<file path="src/rtl/cp_pkg.sv">
// Shared definitions for the cyclic-prefix inserter: default sizes, read FSM encoding, index width helper.
// Latency: n/a (package only).
// Backpressure: n/a (package only).
package cp_pkg;

    localparam int FFT_LEN_DEF = 16;
    localparam int CP_LEN_DEF  = 2;
    localparam int W_DEF       = 32;

    typedef enum logic [1:0] {
        R_IDLE = 2'd0,
        R_CP   = 2'd1,
        R_BODY = 2'd2
    } rd_state_t;

    // Bits needed to index 0..value-1 (value is a power of two here).
    function automatic int clog2(input int value);
        int result;
        result = 0;
        while ((1 << result) < value) begin
            result++;
        end
        return result;
    endfunction

endpackage

</file>
<file path="src/rtl/cp_frame_buffer.sv">
// Two-bank sample store (bank = address MSB) with one write port, one registered read port, per-bank full flags.
// Latency: read data appears one cycle after rd_en; full flags update one cycle after set/clear.
// Backpressure: none internally; the owner only writes non-full banks and reads full ones.
//
// Ports:
//   aclk, reset          clock, synchronous active-high reset (clears read register and full flags)
//   wr_en/wr_addr/wr_data write port, address = {bank, index}
//   rd_en/rd_addr/rd_data registered read port; rd_data holds while rd_en is low
//   set_full/clr_full     per-bank flag set/clear strobes
//   full                  per-bank full flags
module cp_frame_buffer
    import cp_pkg::*;
#(
    parameter int FFT_LEN = FFT_LEN_DEF,
    parameter int W       = W_DEF
) (
    input  logic                    aclk,
    input  logic                    reset,
    input  logic                    wr_en,
    input  logic [clog2(FFT_LEN):0] wr_addr,
    input  logic [W-1:0]            wr_data,
    input  logic                    rd_en,
    input  logic [clog2(FFT_LEN):0] rd_addr,
    output logic [W-1:0]            rd_data,
    input  logic [1:0]              set_full,
    input  logic [1:0]              clr_full,
    output logic [1:0]              full
);

    localparam int DEPTH = 2 * FFT_LEN;

    logic [W-1:0] mem [DEPTH];

    always_ff @(posedge aclk) begin
        if (wr_en) begin
            mem[wr_addr] <= wr_data;
        end
    end

    // The read register doubles as the output data register of the inserter,
    // so it must hold its value whenever the sink is stalling.
    always_ff @(posedge aclk) begin
        if (reset) begin
            rd_data <= '0;
        end else if (rd_en) begin
            rd_data <= mem[rd_addr];
        end
    end

    // Set and clear never target the same bank in one cycle: set applies to the
    // bank being written (not full), clear to the bank being read (full).
    always_ff @(posedge aclk) begin
        if (reset) begin
            full <= 2'b00;
        end else begin
            full <= (full | set_full) & ~clr_full;
        end
    end

endmodule

</file>
<file path="src/rtl/cp_inserter.sv">
// OFDM cyclic-prefix inserter: emits last CP_LEN samples of each frame, then the whole frame, via a ping-pong buffer.
// Latency: first prefix sample valid 2 cycles after the edge accepting the last input sample of a frame.
// Backpressure: s_dready low while the current write bank is full; output holds stable while m_dready is low.
//
// Ports:
//   aclk, reset                 clock, synchronous active-high reset
//   s_data_in/s_dvalid/s_dready input sample stream {re[15:0], im[15:0]}
//   s_dlast                     end-of-frame marker, only checked against the beat count
//   m_data_out/m_dvalid/m_dready/m_dlast  output stream, m_dlast on the final beat of CP+frame
//   frame_err                   sticky flag: s_dlast disagreed with the beat count
//   m_frame_index               completed output frames, wraps at 1024
module cp_inserter
    import cp_pkg::*;
#(
    parameter int FFT_LEN = FFT_LEN_DEF,
    parameter int CP_LEN  = CP_LEN_DEF,
    parameter int W       = W_DEF
) (
    input  logic         aclk,
    input  logic         reset,
    input  logic [W-1:0] s_data_in,
    input  logic         s_dvalid,
    output logic         s_dready,
    input  logic         s_dlast,
    output logic [W-1:0] m_data_out,
    output logic         m_dvalid,
    input  logic         m_dready,
    output logic         m_dlast,
    output logic         frame_err,
    output logic [9:0]   m_frame_index
);

    localparam int IDX_W = clog2(FFT_LEN);
    localparam logic [IDX_W-1:0] IDX_LAST  = IDX_W'(FFT_LEN - 1);
    // Where a frame's readout starts: inside the tail for the prefix, or at 0 with no prefix.
    localparam rd_state_t        START_ST  = (CP_LEN == 0) ? R_BODY : R_CP;
    localparam logic [IDX_W-1:0] START_IDX = (CP_LEN == 0) ? '0 : IDX_W'(FFT_LEN - CP_LEN);

    // Write side state
    logic             wr_bank;
    logic [IDX_W-1:0] wr_idx;
    logic             wr_fire;
    logic             wr_last;

    // Read side state
    rd_state_t        rd_state;
    logic             rd_bank;
    logic [IDX_W-1:0] rd_idx;
    logic             rd_load;
    logic             rd_last;
    logic             out_free;

    logic [1:0]       full;
    logic [1:0]       set_full;
    logic [1:0]       clr_full;

    assign s_dready = !reset && !full[wr_bank];
    assign wr_fire  = s_dvalid && s_dready;
    assign wr_last  = (wr_idx == IDX_LAST);

    // The output register can take a new beat when empty or being drained this edge.
    assign out_free = !m_dvalid || m_dready;
    assign rd_load  = (rd_state != R_IDLE) && out_free;
    assign rd_last  = (rd_state == R_BODY) && (rd_idx == IDX_LAST);

    // The bank is released as soon as its last beat moves into the output
    // register; the data is safe there, and this lets the writer restart early.
    always_comb begin
        set_full = 2'b00;
        clr_full = 2'b00;
        if (wr_fire && wr_last) begin
            set_full[wr_bank] = 1'b1;
        end
        if (rd_load && rd_last) begin
            clr_full[rd_bank] = 1'b1;
        end
    end

    cp_frame_buffer #(
        .FFT_LEN (FFT_LEN),
        .W       (W)
    ) u_buf (
        .aclk     (aclk),
        .reset    (reset),
        .wr_en    (wr_fire),
        .wr_addr  ({wr_bank, wr_idx}),
        .wr_data  (s_data_in),
        .rd_en    (rd_load),
        .rd_addr  ({rd_bank, rd_idx}),
        .rd_data  (m_data_out),
        .set_full (set_full),
        .clr_full (clr_full),
        .full     (full)
    );

    // Write counter and framing check. Data is stored even when s_dlast is wrong.
    always_ff @(posedge aclk) begin
        if (reset) begin
            wr_bank   <= 1'b0;
            wr_idx    <= '0;
            frame_err <= 1'b0;
        end else if (wr_fire) begin
            if (s_dlast != wr_last) begin
                frame_err <= 1'b1;
            end
            if (wr_last) begin
                wr_idx  <= '0;
                wr_bank <= ~wr_bank;
            end else begin
                wr_idx <= wr_idx + 1'b1;
            end
        end
    end

    // Read FSM plus output valid/last registers (data register lives in the buffer).
    always_ff @(posedge aclk) begin
        if (reset) begin
            rd_state      <= R_IDLE;
            rd_bank       <= 1'b0;
            rd_idx        <= '0;
            m_dvalid      <= 1'b0;
            m_dlast       <= 1'b0;
            m_frame_index <= '0;
        end else begin
            if (m_dvalid && m_dready && m_dlast) begin
                m_frame_index <= m_frame_index + 10'd1;
            end

            if (rd_load) begin
                m_dvalid <= 1'b1;
                m_dlast  <= rd_last;
            end else if (out_free) begin
                m_dvalid <= 1'b0;
                m_dlast  <= 1'b0;
            end

            case (rd_state)
                R_IDLE: begin
                    if (full[rd_bank]) begin
                        rd_state <= START_ST;
                        rd_idx   <= START_IDX;
                    end
                end
                R_CP: begin
                    if (rd_load) begin
                        if (rd_idx == IDX_LAST) begin
                            rd_state <= R_BODY;
                            rd_idx   <= '0;
                        end else begin
                            rd_idx <= rd_idx + 1'b1;
                        end
                    end
                end
                R_BODY: begin
                    if (rd_load) begin
                        if (rd_last) begin
                            rd_bank <= ~rd_bank;
                            // Chain straight into the next frame if it is already waiting.
                            if (full[~rd_bank]) begin
                                rd_state <= START_ST;
                                rd_idx   <= START_IDX;
                            end else begin
                                rd_state <= R_IDLE;
                                rd_idx   <= '0;
                            end
                        end else begin
                            rd_idx <= rd_idx + 1'b1;
                        end
                    end
                end
                default: begin
                    rd_state <= R_IDLE;
                    rd_idx   <= '0;
                end
            endcase
        end
    end

endmodule
</file>
<file path="config.mk">
export PLATFORM = sky130hd
export DESIGN_NAME = cp_inserter
export DESIGN_NICKNAME = d
export VERILOG_FILES = /design/src/rtl/cp_pkg.sv /design/src/rtl/cp_frame_buffer.sv /design/src/rtl/cp_inserter.sv
export SDC_FILE = /design/constraint.sdc
export NUM_CORES = 1
export LEC_CHECK = 0
export CAP_MARGIN = 25
export CELL_PAD_IN_SITES_DETAIL_PLACEMENT = 0
export CELL_PAD_IN_SITES_GLOBAL_PLACEMENT = 1
export CORE_MARGIN = 4
export CORE_UTILIZATION = 58
export CTS_CLUSTER_DIAMETER = 40
export DETAILED_ROUTE_END_ITERATION = 7
export GPL_TIMING_DRIVEN = 0
export PLACE_DENSITY_LB_ADDON = 0.1
export SYNTH_ARGS = -nofsm -noshare
export SYNTH_HDL_FRONTEND = slang
export SYNTH_HIERARCHICAL = 1
export SYNTH_SLANG_ARGS = --single-unit
export TNS_END_PERCENT = 30
</file>
<file path="constraint.sdc">
create_clock -name aclk -period 9.3 [get_ports aclk]
set_input_delay 0.93 -clock aclk [delete_from_list [all_inputs] [get_ports aclk]]
set_output_delay 0.93 -clock aclk [all_outputs]
set_load 0.05 [all_outputs]
</file>
; ---- Word-level counts from Yosys, hierarchy flattened
; Memory sizes are Yosys's and may differ from the RTL's. A register that Yosys moved wholly into a read port is not among the register bits.
; Index checks and enable logic that the tools add are counted.
[totals]
register_bits = 27
ramBits = 1024
inputBits = 37
out_inout_bits = 46
word_cells = 88
n_memories = 1
[memory_table]
columns = name, words, word_bits, read_ports, rd_clocked_by_memory_dff, wr, line_no
row1 = u_buf.mem, 32, 32, 1, 1, 1, cp_frame_buffer.sv:32  ; logic [W-1:0] mem [DEPTH];
[classes]
addsub = 3
magnitude_cmp = 5
n_eq_ne = 10
muxes = 32
bitwise_logic = 5
n_reduce_logical = 22
[op_table]
columns = operator, n
row1 = two-way mux 4 bit, 7
row2 = two-way mux 1 bit, 14
row3 = two-way mux 2 bit, 7
row4 = one-hot mux 4 bit (3 select lines), 1
row5 = adder 10 x 1 -> 10 bit (second input constant), 1
row6 = logical AND 1 bit, 10
row7 = != test 2 bit (second input constant), 5
row8 = adder 4 x 1 -> 4 bit (second input constant), 2
row9 = == test 4 bit (second input constant), 2
row10 = < comparator 1 x 2 -> 1 bit (second input constant), 3
row11 = one-hot mux 2 bit (3 select lines), 1
row12 = AND reduction 3 bit, 2
row13 = AND reduction 5 bit, 1
row14 = AND reduction 2 bit, 2
row15 = nonzero test 2 bit, 2
row16 = logical NOT 1 bit, 3
row17 = bitwise AND 2 bit, 1
row18 = demux 1 bit (select 1 bit), 2
row19 = == test 2 x 1 -> 1 bit (second input constant), 1
row20 = == test 2 bit (second input constant), 1
row21 = greater-or-equal comparator 1 bit (second input constant), 2
row22 = logical NOT 2 bit, 1
row23 = NOT 1 bit, 2
row24 = NOT 2 bit, 1
row25 = other kinds (3), 3

; ---- Depth between registers and ports, before layout
[depth]
ltp_word = 9
mapped_depth = 8
mapped_depth_nobuf = 6

; ---- Hierarchy
; Netlist, hierarchy kept.
[by_module_without_submodules]
columns = mod, n_inst, cells_each, area_each_um2, seq_area_each_um2
row1 = cp_frame_buffer, 1, 2245, 41013.1, 31430.1
row2 = cp_inserter, 1, 157, 1311.3, 500.5

; ---- Worst setup path after synthesis
; No wires, ideal clock.
[synth_path]
path_type = input port to flip-flop
startpoint = input reset
endpoint = memory u_buf/mem[12][0] (netlist bit), enable pin
setup_time_ns = 0.421
arrival_ns = 3.392
required_ns = 8.879
setup_slack_ns = 5.487
stages = 7
cell_sequence = clkbuf_1 > inv_1 > nand3_2 > inv_2 > or3b_2 > clkbuf_1 > nor2_1
[synth_via]
elab_chain_cells = 5
[synth_rtl]
columns = item, line_no
row1 = from (decl), cp_inserter.sv:20  ; input logic reset,
row2 = logical NOT 1 bit, cp_inserter.sv:57  ; assign s_dready = !reset && !full[wr_bank];
row3 = logical AND 1 bit, cp_inserter.sv:57
row4 = logical AND 1 bit, cp_inserter.sv:58  ; assign wr_fire = s_dvalid && s_dready;
row5 = named net wr_fire, cp_inserter.sv:42  ; logic wr_fire;
row6 = two-way mux 1 bit, cp_frame_buffer.sv:35  ; if (wr_en) begin
row7 = two-way mux 1 bit (not written as such), cp_frame_buffer.sv:36  ; mem[wr_addr] <= wr_data;
row8 = to (decl), cp_frame_buffer.sv:32
; The timed path passes the listed nets, and every way through them passes these cells.

; ---- Final worst setup path
[layout_path]
startpoint = register wr_bank
endpoint = memory u_buf/mem[0][5] (netlist bit), enable pin
[layout_via]
elab_chain_cells = 7
[layout_rtl]
columns = item, line_no
row1 = from (decl), cp_inserter.sv:40  ; logic wr_bank;
row2 = from (signal assigned), cp_inserter.sv:108  ; wr_bank <= ~wr_bank;
row3 = two-way mux 1 bit (not written as such) (2 in series), cp_inserter.sv:57
row4 = logical NOT 1 bit, cp_inserter.sv:57
row5 = logical AND 1 bit, cp_inserter.sv:57
row6 = logical AND 1 bit, cp_inserter.sv:58
row7 = named net wr_fire, cp_inserter.sv:42
row8 = two-way mux 1 bit, cp_frame_buffer.sv:35
row9 = two-way mux 1 bit (not written as such), cp_frame_buffer.sv:36
; The timed path passes the listed nets, and every way through them passes these cells. The select of a mux whose other input is x is not followed.

==> impl_metrics.yaml <==
yosys:
  postSynthCellCount: 2402
  syn-mean-instance-area_um2: 17.62
  syn_nets: 2442
  ys_warn_count: 6
  syn-cell-area_um2: 42320
  synth.distinct_cells: 53
  synthFlopType: "edfxtp_1"
  async_flop_share_pct: 0
  synth-edff-count: 1024
  synth_seq_cells: 1083
  yosysSeqAreaShare_pct: 75.44
sta:
  rsz0062_at_grt: "no"
  period_needed_ns: 3.553
  hold_ws_ns: 0.5029
  slew_viol_final: 0
  maxSlewHeadroom_pct: 19.23
  fmax_ghz: 0.2815
  setup_tns_ns: 0
  hold_viol: 0
  finClkSkew_ns: 0.03034
  tightest_slew_ns: 1.212
  finalCritPeriodShare_pct: 38.20
  setup-violations-final: 0
job:
  drv_cap: 0
worst_setup_path:
  reg2reg_from: "wr_bank$_SDFFE_PP0P_"
  path_cells: "mux2i_2, nand3_2, inv_2, or3b_2, clkbuf_1, nor2_4, buf_12"
  cp_max_fo: 17
  slowest_delay_ns: 0.84
  rr_worst_depth: 7
  r2r-end: "u_buf/mem[0][5]$_DFFE_PP_"
  critical_path_required_ns: 9.68
  end_kind: "register"
  criticalPathCategory: "reg2reg"
  cp_slowest_cell: "nor2_4"
  cp_top_family: "simple AND/OR/NAND/NOR gates"
  critPathBufInv: 3
  cp-start-kind: "register"
  r2r_slack_ns: 5.75
  worstPathArrival_ns: 3.94
clock_network:
  cts_htree_levels: 4
  ctsHoldBuffers: 0
  cts_buffers: 140
  clock_latency_ns: 0.71
  cts.sinks: 1083
  clk_path_buf_depth: 3
  cts_tree: "built"
  cts_setup_buffers: 0
  cts_resized: 0
  clk_pin_slew_worst_paths_ns: 0.05
  root_buffer: "clkbuf_16"
grt:
  grt_pass1_wl_um: 167600
  grt_pass1_vias: 24210
  grt_usage_pct: 30.46
  grt.overflow.total: 0
  grt_max_degree: 33
  antenna_found_initial: 0
floorplanning:
  ioPinCount: 83
  die_h_um: 278.1
  core_area_um2: 71850
  rows: 98
  start_util_pct: 58.90
  die_area_um2: 77360
  die_width_um: 278.1
layout:
  drive_gt1_share_pct: 14.81
  layout_commonest_cell: "edfxtp_1"
  antenna_cells: 0
  area_delta_synth_final_pct: 19.43
  layout.cells.non_filler: 3746
  nets: 2719
  layout_common_cells: "edfxtp_1 (1024), mux2i_1 (516), a22oi_1 (256), clkbuf_16 (155), a21oi_1 (139)"
detailed_routing:
  firstDrtPassIters: 5
  wl_um: 120000
  vias: 24460
  avgRoutedWirePerCell_um: 32.05
  first_iter_violations: 2695
  ant_nets: 0
  drc_errors: 0
  via_per_inst: 6.530
pwr:
  powerDensity_nw_per_um2: 218.7
  vdd_ir_drop_max_mv: 0.1784
  leakage_nw: 15.18
  finalPower_mw: 11.05
min_path:
  hold_path_depth: 2
  hold_start: "frame_err$_SDFFE_PP0P_"
  hold_end: "frame_err$_SDFFE_PP0P_"
  hold_path_class: "reg2reg"
placement:
  dpl.cell_count: 3476
  io_buffers: 81
  gp_congestion: 0.8201
  hpwlAfterDp_um: 76200
status:
  outcome: "finished clean"
==> worst register-to-register path, delay by kind of cell, from the launching register on <==
kind / cells / cell delay (ns)
mux: 1 / 0.36
flops: 1 / 0.57
buf+inv: 3 / 0.86
simple gates: 3 / 1.44
==> worst max path at each step <==
| stage | from | endpoint | cells after the start |
|---|---|---|---|
| 2_1_floorplan | reset | u_buf/mem[12][0]$_DFFE_PP_ | 7 |
| 3_3_place_gp | s_dvalid | u_buf/mem[0][12]$_DFFE_PP_ | 6 |
| 3_5_place_dp | s_dvalid | u_buf/mem[0][12]$_DFFE_PP_ | 7 |
| 4_1_cts | wr_bank$_SDFFE_PP0P_ | s_dready | 3 |
| 5_1_grt | wr_bank$_SDFFE_PP0P_ | u_buf/mem[0][8]$_DFFE_PP_ | 7 |
| 6_report | wr_bank$_SDFFE_PP0P_ | u_buf/mem[0][5]$_DFFE_PP_ | 7 |
==> per-stage QoR <==
| step | setup slack, ns | instance area (um^2) | util, % |
|---|---|---|---|
| finish | 5.747 | 50550 | 70.35 |
| global placement | 2.930 | 44320 | 61.69 |
| CTS | 5.718 | 50290 | 69.99 |
| floorplan | 5.487 | 42320 | - |
| detailed placement | 5.237 | 45380 | 63.16 |
| global route | 5.643 | 50550 | 70.35 |
==> routing by layer <==
metal	wire [um]	track usage [%]	vias to the layer above	part of all wire, %
met4	4466	11.98	0	3.7
li1	-	-	10230	-
met1	46910	42.11	12620	39
met5	0	0	-	0
met3	10990	5.167	239	9.2
met2	57670	49.15	1377	48
==> sequential cells by signal, summed over array words and instances, names as in the netlist <==
signal         flops
u_buf/rd_data     32
rd_state           2
frame_err          1
rd_bank            1
u_buf/full         2
m_dvalid           1
rd_idx             4
m_dlast            1
wr_bank            1
wr_idx             4
u_buf/mem       1024
m_frame_index     10
==> power by group <==
part | total [mW] | internal [mW] | switching (mW)
Clock | 5.56 | 3.53 | 2.04
Combinational | 0.139 | 0.0392 | 0.100
Sequential | 5.35 | 5.35 | 0.00327
Total | 11.1 | 8.91 | 2.14
==> synthesized netlist by cell type (all sizes together), types with 6 or more instances <==
| cell type | count | area (um^2) |
|---|---|---|
| a211oi | 33 | 412.9 |
| a21oi | 139 | 695.7 |
| a22oi | 256 | 1922 |
| buf | 63 | 573.0 |
| clkbuf | 81 | 317.8 |
| dfxtp | 59 | 1181 |
| edfxtp | 1024 | 30750 |
| inv | 7 | 26.27 |
| mux2i | 517 | 5179 |
| nand2 | 12 | 45.04 |
| nand3 | 12 | 65.06 |
| nand3b | 6 | 45.04 |
| nor2 | 90 | 337.8 |
| or4 | 32 | 240.2 |
| xnor2 | 7 | 61.31 |
==> layout make-up <==
type / count / area, um^2
buffer: 144 / 890.9
clock buffer: 169 / 3856
clock inverter: 90 / 1050
fill: 4619 / 21310
inverter: 7 / 26.28
multi-input combinational: 1168 / 9717
sequential: 1083 / 31930
tap: 950 / 1189
timing repair buffer: 135 / 1887
==> cell families after synthesis <==
family          count (synthesis)  synth area share [%]
simple gates                  188                 2.294
buf+inv                       151                 2.167
compound gates                446                 7.473
mux                           518                 12.26
flops                        1083                 75.44
xor+xnor                       12                0.2483
fa+ha+maj                       4                0.1123
Power figures use the tool's default switching activity.
